$ cat src/rtl/alu_ctrl_pkg.sv
// alu_ctrl_pkg: opcode constants and FSM state type shared by the ALU controller.
package alu_ctrl_pkg;

  localparam int OPC_W = 5;
  localparam int CNT_W = 4;

  localparam logic [OPC_W-1:0] OP_ADD  = 5'b00011;
  localparam logic [OPC_W-1:0] OP_SUB  = 5'b00100;
  localparam logic [OPC_W-1:0] OP_SHR  = 5'b00101;
  localparam logic [OPC_W-1:0] OP_SHRA = 5'b00110;
  localparam logic [OPC_W-1:0] OP_SHL  = 5'b00111;
  localparam logic [OPC_W-1:0] OP_ROR  = 5'b01000;
  localparam logic [OPC_W-1:0] OP_ROL  = 5'b01001;
  localparam logic [OPC_W-1:0] OP_AND  = 5'b01010;
  localparam logic [OPC_W-1:0] OP_OR   = 5'b01011;
  localparam logic [OPC_W-1:0] OP_MUL  = 5'b01111;
  localparam logic [OPC_W-1:0] OP_DIV  = 5'b10000;

  typedef enum logic [1:0] {
    ST_IDLE = 2'd0,
    ST_EXEC = 2'd1,
    ST_DONE = 2'd2
  } state_t;

endpackage

$ cat src/rtl/alu_ctrl_decode.sv
// alu_ctrl_decode: combinational request decode -> legal flag and EXEC length minus one.
// Div support is compiled in only when ALU_CTRL_DIV_EN is defined.
module alu_ctrl_decode
  import alu_ctrl_pkg::*;
#(
  parameter int MUL_WAIT = 4,
  parameter int DIV_WAIT = 8
) (
  input  logic [OPC_W-1:0] opcode,
  input  logic             inc_pc,
  output logic             legal,
  output logic [CNT_W-1:0] wait_m1
);

`ifdef ALU_CTRL_DIV_EN
  localparam bit DIV_EN = 1'b1;
`else
  localparam bit DIV_EN = 1'b0;
`endif

  localparam logic [CNT_W-1:0] MUL_WM1 = CNT_W'(MUL_WAIT - 1);
  localparam logic [CNT_W-1:0] DIV_WM1 = CNT_W'(DIV_WAIT - 1);

  // inc_pc wins over opcode; rejected requests still take one EXEC cycle
  always_comb begin
    legal   = 1'b0;
    wait_m1 = '0;
    if (inc_pc) begin
      legal = 1'b1;
    end else begin
      case (opcode)
        OP_ADD, OP_SUB, OP_SHR, OP_SHRA, OP_SHL,
        OP_ROR, OP_ROL, OP_AND, OP_OR: legal = 1'b1;
        OP_MUL: begin
          legal   = 1'b1;
          wait_m1 = MUL_WM1;
        end
        OP_DIV: begin
          legal   = DIV_EN;
          wait_m1 = DIV_EN ? DIV_WM1 : '0;
        end
        default: ;
      endcase
    end
  end

endmodule

$ cat src/rtl/alu_ctrl.sv
// alu_ctrl: IDLE/EXEC/DONE sequencer that registers a request into the ALU,
// waits the op-dependent number of cycles and latches the HI/LO result.
// Build option: define ALU_CTRL_DIV_EN to make Div a legal (DIV_WAIT-cycle) op.
module alu_ctrl
  import alu_ctrl_pkg::*;
#(
  parameter int MUL_WAIT = 4,
  parameter int DIV_WAIT = 8
) (
  input  logic             clock,
  input  logic             clear,
  input  logic             start,
  input  logic [OPC_W-1:0] opcode,
  input  logic             inc_pc,
  input  logic [31:0]      a_in,
  input  logic [31:0]      b_in,
  output logic [31:0]      alu_a,
  output logic [31:0]      alu_b,
  output logic [OPC_W-1:0] alu_opcode,
  output logic             alu_incpc,
  input  logic [31:0]      alu_hi,
  input  logic [31:0]      alu_lo,
  output logic [31:0]      z_hi,
  output logic [31:0]      z_lo,
  output logic             busy,
  output logic             done,
  output logic             illegal
);

  state_t           state;
  logic [CNT_W-1:0] cnt;
  logic             req_legal;
  logic             dec_legal;
  logic [CNT_W-1:0] dec_wm1;

  alu_ctrl_decode #(
    .MUL_WAIT (MUL_WAIT),
    .DIV_WAIT (DIV_WAIT)
  ) u_decode (
    .opcode  (opcode),
    .inc_pc  (inc_pc),
    .legal   (dec_legal),
    .wait_m1 (dec_wm1)
  );

  // sequencer: accept in IDLE, count down in EXEC, one-cycle done in DONE
  always_ff @(posedge clock) begin
    if (clear) begin
      state      <= ST_IDLE;
      cnt        <= '0;
      req_legal  <= 1'b0;
      alu_a      <= '0;
      alu_b      <= '0;
      alu_opcode <= '0;
      alu_incpc  <= 1'b0;
      z_hi       <= '0;
      z_lo       <= '0;
      busy       <= 1'b0;
      done       <= 1'b0;
      illegal    <= 1'b0;
    end else begin
      case (state)
        ST_IDLE: begin
          done <= 1'b0;
          if (start) begin
            alu_a      <= a_in;
            alu_b      <= b_in;
            alu_opcode <= opcode;
            alu_incpc  <= inc_pc;
            req_legal  <= dec_legal;
            cnt        <= dec_wm1;
            busy       <= 1'b1;
            state      <= ST_EXEC;
          end
        end
        ST_EXEC: begin
          if (cnt == '0) begin
            // rejected requests leave the result registers untouched
            if (req_legal) begin
              z_hi    <= alu_hi;
              z_lo    <= alu_lo;
              illegal <= 1'b0;
            end else begin
              illegal <= 1'b1;
            end
            done  <= 1'b1;
            state <= ST_DONE;
          end else begin
            cnt <= cnt - 1'b1;
          end
        end
        ST_DONE: begin
          done  <= 1'b0;
          busy  <= 1'b0;
          state <= ST_IDLE;
        end
        default: begin
          done  <= 1'b0;
          busy  <= 1'b0;
          state <= ST_IDLE;
        end
      endcase
    end
  end

endmodule

$ cat config.mk
export PLATFORM = sky130hd
export DESIGN_NAME = alu_ctrl
export DESIGN_NICKNAME = d
export VERILOG_FILES = /design/src/rtl/alu_ctrl_pkg.sv /design/src/rtl/alu_ctrl_decode.sv /design/src/rtl/alu_ctrl.sv
export SDC_FILE = /design/constraint.sdc
export NUM_CORES = 1
export LEC_CHECK = 0
export CAP_MARGIN = 20
export CORE_MARGIN = 10
export CORE_UTILIZATION = 43
export DETAILED_ROUTE_END_ITERATION = 8
export PLACE_DENSITY = 0.87
export SLEW_MARGIN = 10
export SYNTH_ARGS = -nofsm -noshare
export SYNTH_HDL_FRONTEND = slang
export SYNTH_HIERARCHICAL = 1
export SYNTH_SLANG_ARGS = --single-unit
$ cat constraint.sdc
create_clock -name clock -period 4 [get_ports clock]
set_input_delay 1.2 -clock clock [delete_from_list [all_inputs] [get_ports clock]]
set_output_delay 1.2 -clock clock [all_outputs]
set_load 0.02 [all_outputs]
### Word level (Yosys, flattened, before mapping)

Cells that the tools add are included.

| storage, ports and cells | value |
|---|---|
| register bits | 144 |
| input port bits | 137 |
| output and inout port bits | 137 |
| logic and storage cells | 52 |

| cells by class | value |
|---|---|
| add/sub/neg operators | 1 |
| equal/unequal tests | 14 |
| muxes and demuxes | 13 |
| bitwise operators | 1 |
| reductions and logical operators | 11 |

Operators by type and width:

| kind | number |
|---|---|
| $eq A5 B4 Y1 const B | 5 |
| $eq A5 B3 Y1 const B | 4 |
| $mux W4 | 3 |
| $reduce_or A10 Y1 | 1 |
| $pmux W4 S2 | 1 |
| $reduce_and A2 Y1 | 4 |
| $mux W2 | 3 |
| $ne A2 B2 Y1 const B | 3 |
| $reduce_and A3 Y1 | 2 |
| $eq A5 B2 Y1 const B | 1 |
| $logic_not A4 Y1 | 1 |
| $mux W1 | 4 |
| $pmux W2 S2 | 1 |
| $sub A4 B1 Y4 const B | 1 |
| $eq A2 B1 Y1 const B | 1 |
| $logic_not A2 Y1 | 1 |
| $pmux W1 S2 | 1 |
| $reduce_bool A2 Y1 | 1 |
| $reduce_or A2 Y1 | 1 |
| $not A1 Y1 | 1 |

### Depth between registers and ports, before layout

Gate-level depths: netlist of the first run.

| depth | value |
|---|---|
| depth in word-level cells | 5 |
| gate-level depth with buffers | 8 |
| mapped depth without buffers | 6 |

### Hierarchy

The synthesis of the first run kept the hierarchy.

Modules (own cells, without submodules):

| module | instances | cells each | area an instance (um^2) | seq. area each (um^2) |
|---|---|---|---|---|
| alu_ctrl | 1 | 641 | 5200.0 | 2882.8 |
| alu_ctrl_decode | 1 | 11 | 71.3 | 0.0 |

### Worst setup path after synthesis of the first run

No wires, ideal clock.

| path | value |
|---|---|
| path kind | input-to-reg |
| from | in clear |
| to | reg alu_a[30] |
| setup time | 138 ps |
| arrival | 2039 ps |
| setup slack | 1822 ps |
| stages on the path | 4 |
| path through | clkbuf_1 buf_2 clkbuf_1 a21oi_1 |

RTL lines:

| element | line | RTL |
|---|---|---|
| start: declaration | alu_ctrl.sv:11 | `input logic clear,` |
| end signal: assignment | alu_ctrl.sv:66 | `alu_a <= a_in;` |
| end: declaration | alu_ctrl.sv:17 | `output logic [31:0] alu_a,` |

No word-level cell between the ends.

### Worst setup path in the final report of the first run

| path | value |
|---|---|
| from | reg alu_a[21] |
| to | out alu_a[21] |

No word-level cell between the ends.

==> results of run 1 <==
==> layout make-up <==
| type | count | area [µm²] |
|---|---|---|
| fillers | 908 | 3460 |
| flip-flops and latches | 144 | 2880 |
| repair buffers | 280 | 2800 |
| multi-input cells | 457 | 2120 |
| clock buffers | 27 | 503 |
| well taps | 147 | 184 |
| clock inverters | 5 | 52.6 |
| inverters | 3 | 11.3 |
==> cells in the final DEF (no fill, tap or decap), types with 2 or more instances in the layout <==
cell	count
dfxtp_1	144
a21oi_1	120
inv_1	3
nor2b_1	2
clkbuf_1	6
nand2_1	266
nor2_1	7
conb_1	2
clkbuf_16	17
nor3_1	2
o211ai_1	2
clkbuf_8	4
clkdlybuf4s50_1	272
a21oi_2	23
nand2b_1	2
nand2_2	10
o21ai_0	4
buf_4	7
clkinv_2	3
==> state kept, by name, summed over array words and instances (netlist names), 2 cells and up <==
signal	count
cnt	4
alu_a	32
z_lo	32
alu_b	32
z_hi	32
alu_opcode	5
state	2
==> path summary, 6_finish.rpt <==
kind / startpoint / endpoint / slack [ps] / depth (start not counted)
max: alu_a[21]$_SDFFE_PP0P_ / alu_a[21] / 1390 / 1
min: z_hi[24]$_SDFFE_PP0P_ / z_hi[24]$_SDFFE_PP0P_ / 450 / 2
max reg2reg: state[0]$_SDFFE_PP0P_ / z_lo[19]$_SDFFE_PP0P_ / 1530 / 5
min reg2reg: z_hi[24]$_SDFFE_PP0P_ / z_hi[24]$_SDFFE_PP0P_ / 450 / 2
==> where the power goes <==
part	switching [mW]	internal [mW]	total, mW
Combinational	0.375	0.345	0.720
Clock	0.560	0.918	1.48
Sequential	0.0523	1.53	1.58
Total	0.987	2.79	3.78
==> layer usage <==
layer	share of wire [%]	routed length [µm]	track usage [%]
met5	0	0	0
met1	35	6350	19.9
met3	13	2420	11.8
met4	1.6	284	6.74
met2	50	9080	35.8
==> cell families (layout without fill, tap and decap cells) <==
| kind of cell | after synthesis | in the layout | share of synthesized area (%) |
|---|---|---|---|
| simple gates | 301 | 301 | 23.2 |
| other cells | 1 | 2 | 0.0711 |
| xor+xnor | 1 | 1 | 0.166 |
| compound gates | 152 | 152 | 16.4 |
| buf+inv | 52 | 315 | 5.25 |
| fa+ha+maj | 1 | 1 | 0.237 |
| flops | 144 | 144 | 54.7 |
==> per-stage QoR <==
step	worst slack [ps]	hold WS, ps	area (µm²)
6_report	1390	451	8550
5_1_grt	1290	471	8550
4_1_cts	1350	453	8550
3_5_place_dp	1080	446	8000
3_3_place_gp	1170	440	8000
2_1_floorplan	1820	445	5280
==> impl_summary.md, run 1 <==
Cells and area
The count of placed standard cells in the final layout, fillers left out is 1063. After the last flow step, the layout net total stands at 1041. The synthesis-to-layout area growth is 62.2%.

The diode insertion count for antenna repair is 0. Cells fill 71.2% of the core in the end. Cells with a size suffix above 1 make up 7.97% of the layout.

Routing
The count of antenna-violating nets left after detailed routing is 0. The overall routed net length is 18100 µm. The wire length per cell is 17.1 µm. After detailed routing, the number of remaining DRC violations is 0. Dividing the detail-routed via count by the number of cells gives 4.92. The final route contains 5232 vias.

The first detailed-routing pass took 4 iterations. The number of DRC markers in iteration 0 is 301.

Clocking
The source-to-sink clock delay at the later pin of the worst-skew pair is 420 ps. After clock tree synthesis, the flow added hold-fix buffers numbering 0. Clock tree synthesis selected as its root buffer the cell clkbuf_16. The buffer depth of the longest clock path is 2. The post-CTS setup buffer count is 0. The total CTS buffers is 17. The clock edge transition at the registers on the reported setup and hold paths is 60 ps. The H-tree generated during clock tree synthesis spans 4 levels.

The TritonCTS sink count is 144. The CTS tree is built. The post-cts sizing count is 0.

Placement
Buffers placed on the I/O ports in this run total 273. The HPWL after detailed placement is 13200 µm. At the end of routability-driven placement, the weighted congestion stood at 0.769. Including well taps, the total number of placed cells is 1031.

Critical path
The element type at the critical path start is a flop. In this design, the stage delay of the slowest critical-path cell is 670 ps. The setup path with the least slack is of type reg2out. The critical path buffer and inverter count is 1. The cell family contributing the most delay on the critical path is buffers and inverters.

The element type at the critical path end is an output port. STA puts the critical path data required time at 2800 ps. The critical-path maximum fanout is 2. Walking the worst path, the cells encountered are clkdlybuf4s50_1.

The slowest library cell on the worst path is clkdlybuf4s50_1. The worst path arrival time is 1410 ps.

Floorplan
The floorplan step defined a die boundary enclosing 0.0171 mm². The total area inside the core boundary comes to 0.0120 mm². The initial utilization of the core area, before any placement, comes to 43.9%.

The standard-cell row count is 40. 274 I/O pins were placed. The die is 131 µm wide. The die height is 131 µm.

Synth
In the post-synthesis netlist, the biggest area contributors are dfxtp_1, nand2_1, a21oi_1, a21oi_2, clkbuf_1. The commonest cells after synthesis are nand2_1, dfxtp_1, a21oi_1. Each instance of the synthesized netlist takes up on average 8.08 µm².

After synthesis the netlist holds a flip-flop and latch count of 144. The number of enable-type register cells in the synthesized netlist is 0. The number of warnings issued by yosys is 6.

The cell count after synthesis is 652. The top-area cell type share of the netlist area is 54.7%. The synthesized netlist occupies a cell area of 0.00527 mm².

The cell accounting for the most synthesized area is dfxtp_1. In the post-synthesis netlist, the cell with the most instances is nand2_1. For this run, the leading register cell type out of synthesis is dfxtp_1. After synthesis, flip-flops and latches occupy 54.7% of the total area. The post-synthesis async set-or-reset flop share is 0%. The number of distinct library cells after synthesis is 35.

Global route
The first global-routing pass estimated 27000 µm of wire. The total congestion overflow after global routing is 0. Entering global routing, the biggest net connects 72 pins.

The via count of the first global-routing pass is 5268. The total routing resource utilization after global routing is 20.5%. The initial antenna violation count is 0.

Timing
The time the worst path needs with I/O delays and setup is 2610 ps. In this run the tightest slew margin relative to its limit is 44.4%. The final cycle utilization of the critical path is 65.3%.

The upper clock frequency limit is 383 MHz. The clock tree skew after final layout is 7.57 ps. Setup violations remaining at the end of the flow were counted as 0. The sum of negative setup slack is 0 ps. The final hold violation count is 0. Setup repair after global routing left no endpoint under its margin. The number of max-slew violations in the final report is 0. The slew at the pin with the worst max-slew slack is 834 ps.

Pwr
For this design the static power due to leakage is 3.01 nW. The power density normalized to cell area is 442 mW/mm². Across the VDD grid, the largest voltage drop is 356 µV. The completed layout was analyzed and its total power is 3.78 mW.

Run status
The flow ran to the end, and the final reports show no timing, DRC or antenna violations.

Hold path
The path class of the tightest hold or removal check is reg2reg.

Run
The tool flagged a number of max-cap violations equal to 0.
Note: power is estimated with default switching activity, not from simulation.
==> run 2, diff against run 1 <==
--- a/config.mk
+++ b/config.mk
@@ -7,9 +7,9 @@
 export LEC_CHECK = 0
 export CAP_MARGIN = 20
 export CORE_MARGIN = 10
-export CORE_UTILIZATION = 43
+export CORE_UTILIZATION = 36
 export DETAILED_ROUTE_END_ITERATION = 8
-export PLACE_DENSITY = 0.87
+export PLACE_DENSITY = 0.78
 export SLEW_MARGIN = 10
 export SYNTH_ARGS = -nofsm -noshare
 export SYNTH_HDL_FRONTEND = slang
==> constraint.sdc (replaced) <==
create_clock -name clock -period 2.25 [get_ports clock]
set_input_delay 0.675 -clock clock [delete_from_list [all_inputs] [get_ports clock]]
set_output_delay 0.675 -clock clock [all_outputs]
set_load 0.02 [all_outputs]
==> run 2 against run 1 <==
  * Setup slack worse by 1200 ps
  * Sequential cell count stayed put
  * First-iteration DRC count is 34% lower
  * Sequential power is 78% higher
  * Wire length is 1.4% lower
  * Clock-buffer cell count is 3 lower
  * Clock power is 81% higher
  * Design area is 1.9% higher
  * Largest power group unchanged
  * Utilization is 11 points lower
  * Non-clock buffer count is 7 higher
  * Largest cell class is now buffers
  * Critical endpoint is now z_lo[25]
==> impl_summary.md, run 2 (same netlist as run 1, synthesis figures left out) <==
Clocking
The buffer depth of the longest clock path is 2 (unchanged). The source-to-sink clock delay at the later pin of the worst-skew pair is 410 ps (about the same). The deepest level of the CTS H-tree is 4 (unchanged). The post-CTS setup buffer count is 0 (unchanged). The post-cts sizing count is 0 (unchanged). The number of buffers inserted for hold repair after clock tree synthesis was 0 (unchanged).

The total CTS buffers is 17 (unchanged). TritonCTS built the clock tree. The clock root buffer is clkbuf_16. The clock edge transition at the registers on the reported setup and hold paths came to 60 ps (about the same). The TritonCTS sink count is 144 (unchanged).

Floorplan
The top-level port count is 274 (unchanged). The horizontal die dimension was 141 µm (+7.9%). The placeable core region is 0.0144 mm² (+20%). The starting utilization of the core area is 36.5% (-7.3 points). The standard-cell row count is 44 (+10%).

The die height is 141 µm (+7.9%). The die area is 0.0199 mm² (+16%).

Routing
The total iterations of the first detailed-routing run came to 4 (unchanged). The overall routed net length is 17900 µm (-1.4%). The wire length per cell is 16.2 µm (-5.2%). The count of unresolved DRC violations after routing came to 0 (unchanged). The number of vias per cell is 4.63 (-5.9%). The count of antenna-violating nets left after detailed routing was 0 (unchanged). The number of DRC markers in iteration 0 is 200 (-34%). The via count of the routed design is 5118 (-2.2%).

Timing
The final hold slack is 451 ps (-0.295 ps). The sum of negative setup slack is 0 ps (unchanged). The clock tree skew after final layout is 6.75 ps (-0.822 ps).

Timing would allow up to 483 MHz. The time the worst path needs with I/O delays and setup is 2070 ps. The number of max-slew violations in the final report is 0 (unchanged).

After layout, the worst path uses 92.1% of the clock period. The final-report setup violation count is 0 (unchanged). The final hold violation count is 0 (unchanged). Setup repair after global routing left no endpoint under its margin.

Pwr
The portion of total power attributed to sequential cells came to 41.3% (-0.5 points). The internal power contribution is 5.04 mW (+81%). The largest vdd supply drop is 471 µV (+32%). The portion of total power attributed to combinational logic is 19.4% (+0.4 points). The total power after layout is 6.81 mW (+80%).

The switching portion of total power came to 25.9% (-0.18 points). The switching power total is 1.77 mW (+79%). The leakage dissipation is 3.07 nW (+2.0%).

The clock group share of total power is 39.3% (+0.2 points). The power density normalized to cell area was 781 mW/mm² (+77%).

Critical path
The count of cell instances traversed by the critical path is 1 (unchanged). The critical-path maximum fanout is 2 (unchanged). Among all stages on the critical path, the largest delay is contributed by clkdlybuf4s50_1. The number of cells on the worst reg-to-reg path is 7 (+2).

STA classifies the critical path startpoint as a flop. The element type at the critical path end is an output port. The required time of the worst setup path is 1570 ps (-1230 ps). The longest individual stage delay on the worst path is 650 ps (-20 ps).

The critical path is of the reg2out type. The worst path arrival time is 1400 ps (about the same). The critical path buffer and inverter count is 1 (unchanged). On the critical path the largest part of the delay comes from buffers and inverters. The critical path goes through clkdlybuf4s50_1.

Hold path
The worst hold path depth is 2 (unchanged). The worst min-delay path category is reg2reg.

Placement
The total half-perimeter wirelength after legalization and detailed placement is 13200 µm (+0.22%). The global placer's final weighted congestion came to 0.754 (-2.0%). The number of port buffers is 273 (unchanged).

Global route
The via count of the first global-routing pass is 5084 (-3.5%). The first-pass GRT wire length is 27500 µm (+1.8%). The total routing resource utilization after global routing is 17.1% (-3.3 points).

The total congestion overflow after global routing is 0 (unchanged). The maximum number of pins on one net before global-route repair came to 65 (-9.7%). The initial antenna violation count is 0 (unchanged).

Run
The reported max-cap violation count is 0 (unchanged).

Cells and area
The library cells used most frequently in the layout, excluding fill and tap cells, are clkdlybuf4s50_1, nand2_1, dfxtp_1. The diode insertion count for antenna repair came to 0 (unchanged). The most common cell after layout, fill and taps aside is clkdlybuf4s50_1.

The final-stage net count is 1048 (+0.67%). The synthesis-to-layout area growth is 65.3%. The ratio of cells with drive above 1 in the final layout is 8.58% (+0.61 points).

Run status
The run finished with clean final reports.
==> run 2: per-stage QoR <==
stage               cell area, µm²  std cells  setup WS [ps]  util [%]
floorplan                     5280        653            597         -
global placement              8160       1075            116      56.5
detailed placement            8160       1075           76.0      56.5
CTS                           8710       1105            154      60.4
global route                  8710       1105           97.7      60.4
finish                        8710       1105            178      60.4
==> run 2: worst register-to-register path, stage by stage (launching register included) <==
cell and delay (ps):
dfxtp_1 320, inv_1 70, ha_1 190, nor3b_4 330, and3_2 260, buf_12 270
nand2_1 220, a21oi_2 140
==> run 2: per-layer routing <==
layer  track usage [%]  wire length (µm)
met4              6.36               312
met3              9.34              2040
met1              18.7              7170
met5                 0                 0
met2              27.4              8340
==> run 2: final timing paths <==
kind,startpoint,endpoint,slack (ps)
max,z_lo[25]$_SDFFE_PP0P_,z_lo[25],180
min,alu_a[1]$_SDFFE_PP0P_,alu_a[1]$_SDFFE_PP0P_,450
max reg2reg,cnt[0]$_SDFFE_PP0P_,z_lo[13]$_SDFFE_PP0P_,380
min reg2reg,alu_a[1]$_SDFFE_PP0P_,alu_a[1]$_SDFFE_PP0P_,450
==> run 2: layout make-up <==
cell class / count / area, µm²
repair buffers: 287 / 2910
multi-input cells: 457 / 2120
flip-flops and latches: 144 / 2880
fillers: 1269 / 5710
well taps: 184 / 230
clock inverters: 6 / 83.8
inverters: 3 / 11.3
clock buffers: 24 / 472
==> run 2: power by group through the flow <==
| stage | Clock (mW) | Combinational (mW) | Sequential, mW |
|---|---|---|---|
| final | 2.68 | 1.32 | 2.81 |
| after global routing | 2.86 | 1.44 | 2.83 |
| after floorplan | 0 | 0.465 | 3.04 |
| after global placement | 0 | 1.32 | 2.86 |
| after detailed placement | 0 | 1.33 | 2.86 |
| after CTS | 2.76 | 1.34 | 2.81 |
==> run 3, diff against run 2 <==
--- a/config.mk
+++ b/config.mk
@@ -9,7 +9,9 @@
 export CORE_MARGIN = 10
 export CORE_UTILIZATION = 36
 export DETAILED_ROUTE_END_ITERATION = 8
+export GPL_ROUTABILITY_DRIVEN = 0
 export PLACE_DENSITY = 0.78
+export SKIP_CTS_REPAIR_TIMING = 1
 export SLEW_MARGIN = 10
 export SYNTH_ARGS = -nofsm -noshare
 export SYNTH_HDL_FRONTEND = slang
==> results of run 3 <==
The final DEF is identical to that of run 2; final timing and power are the same.
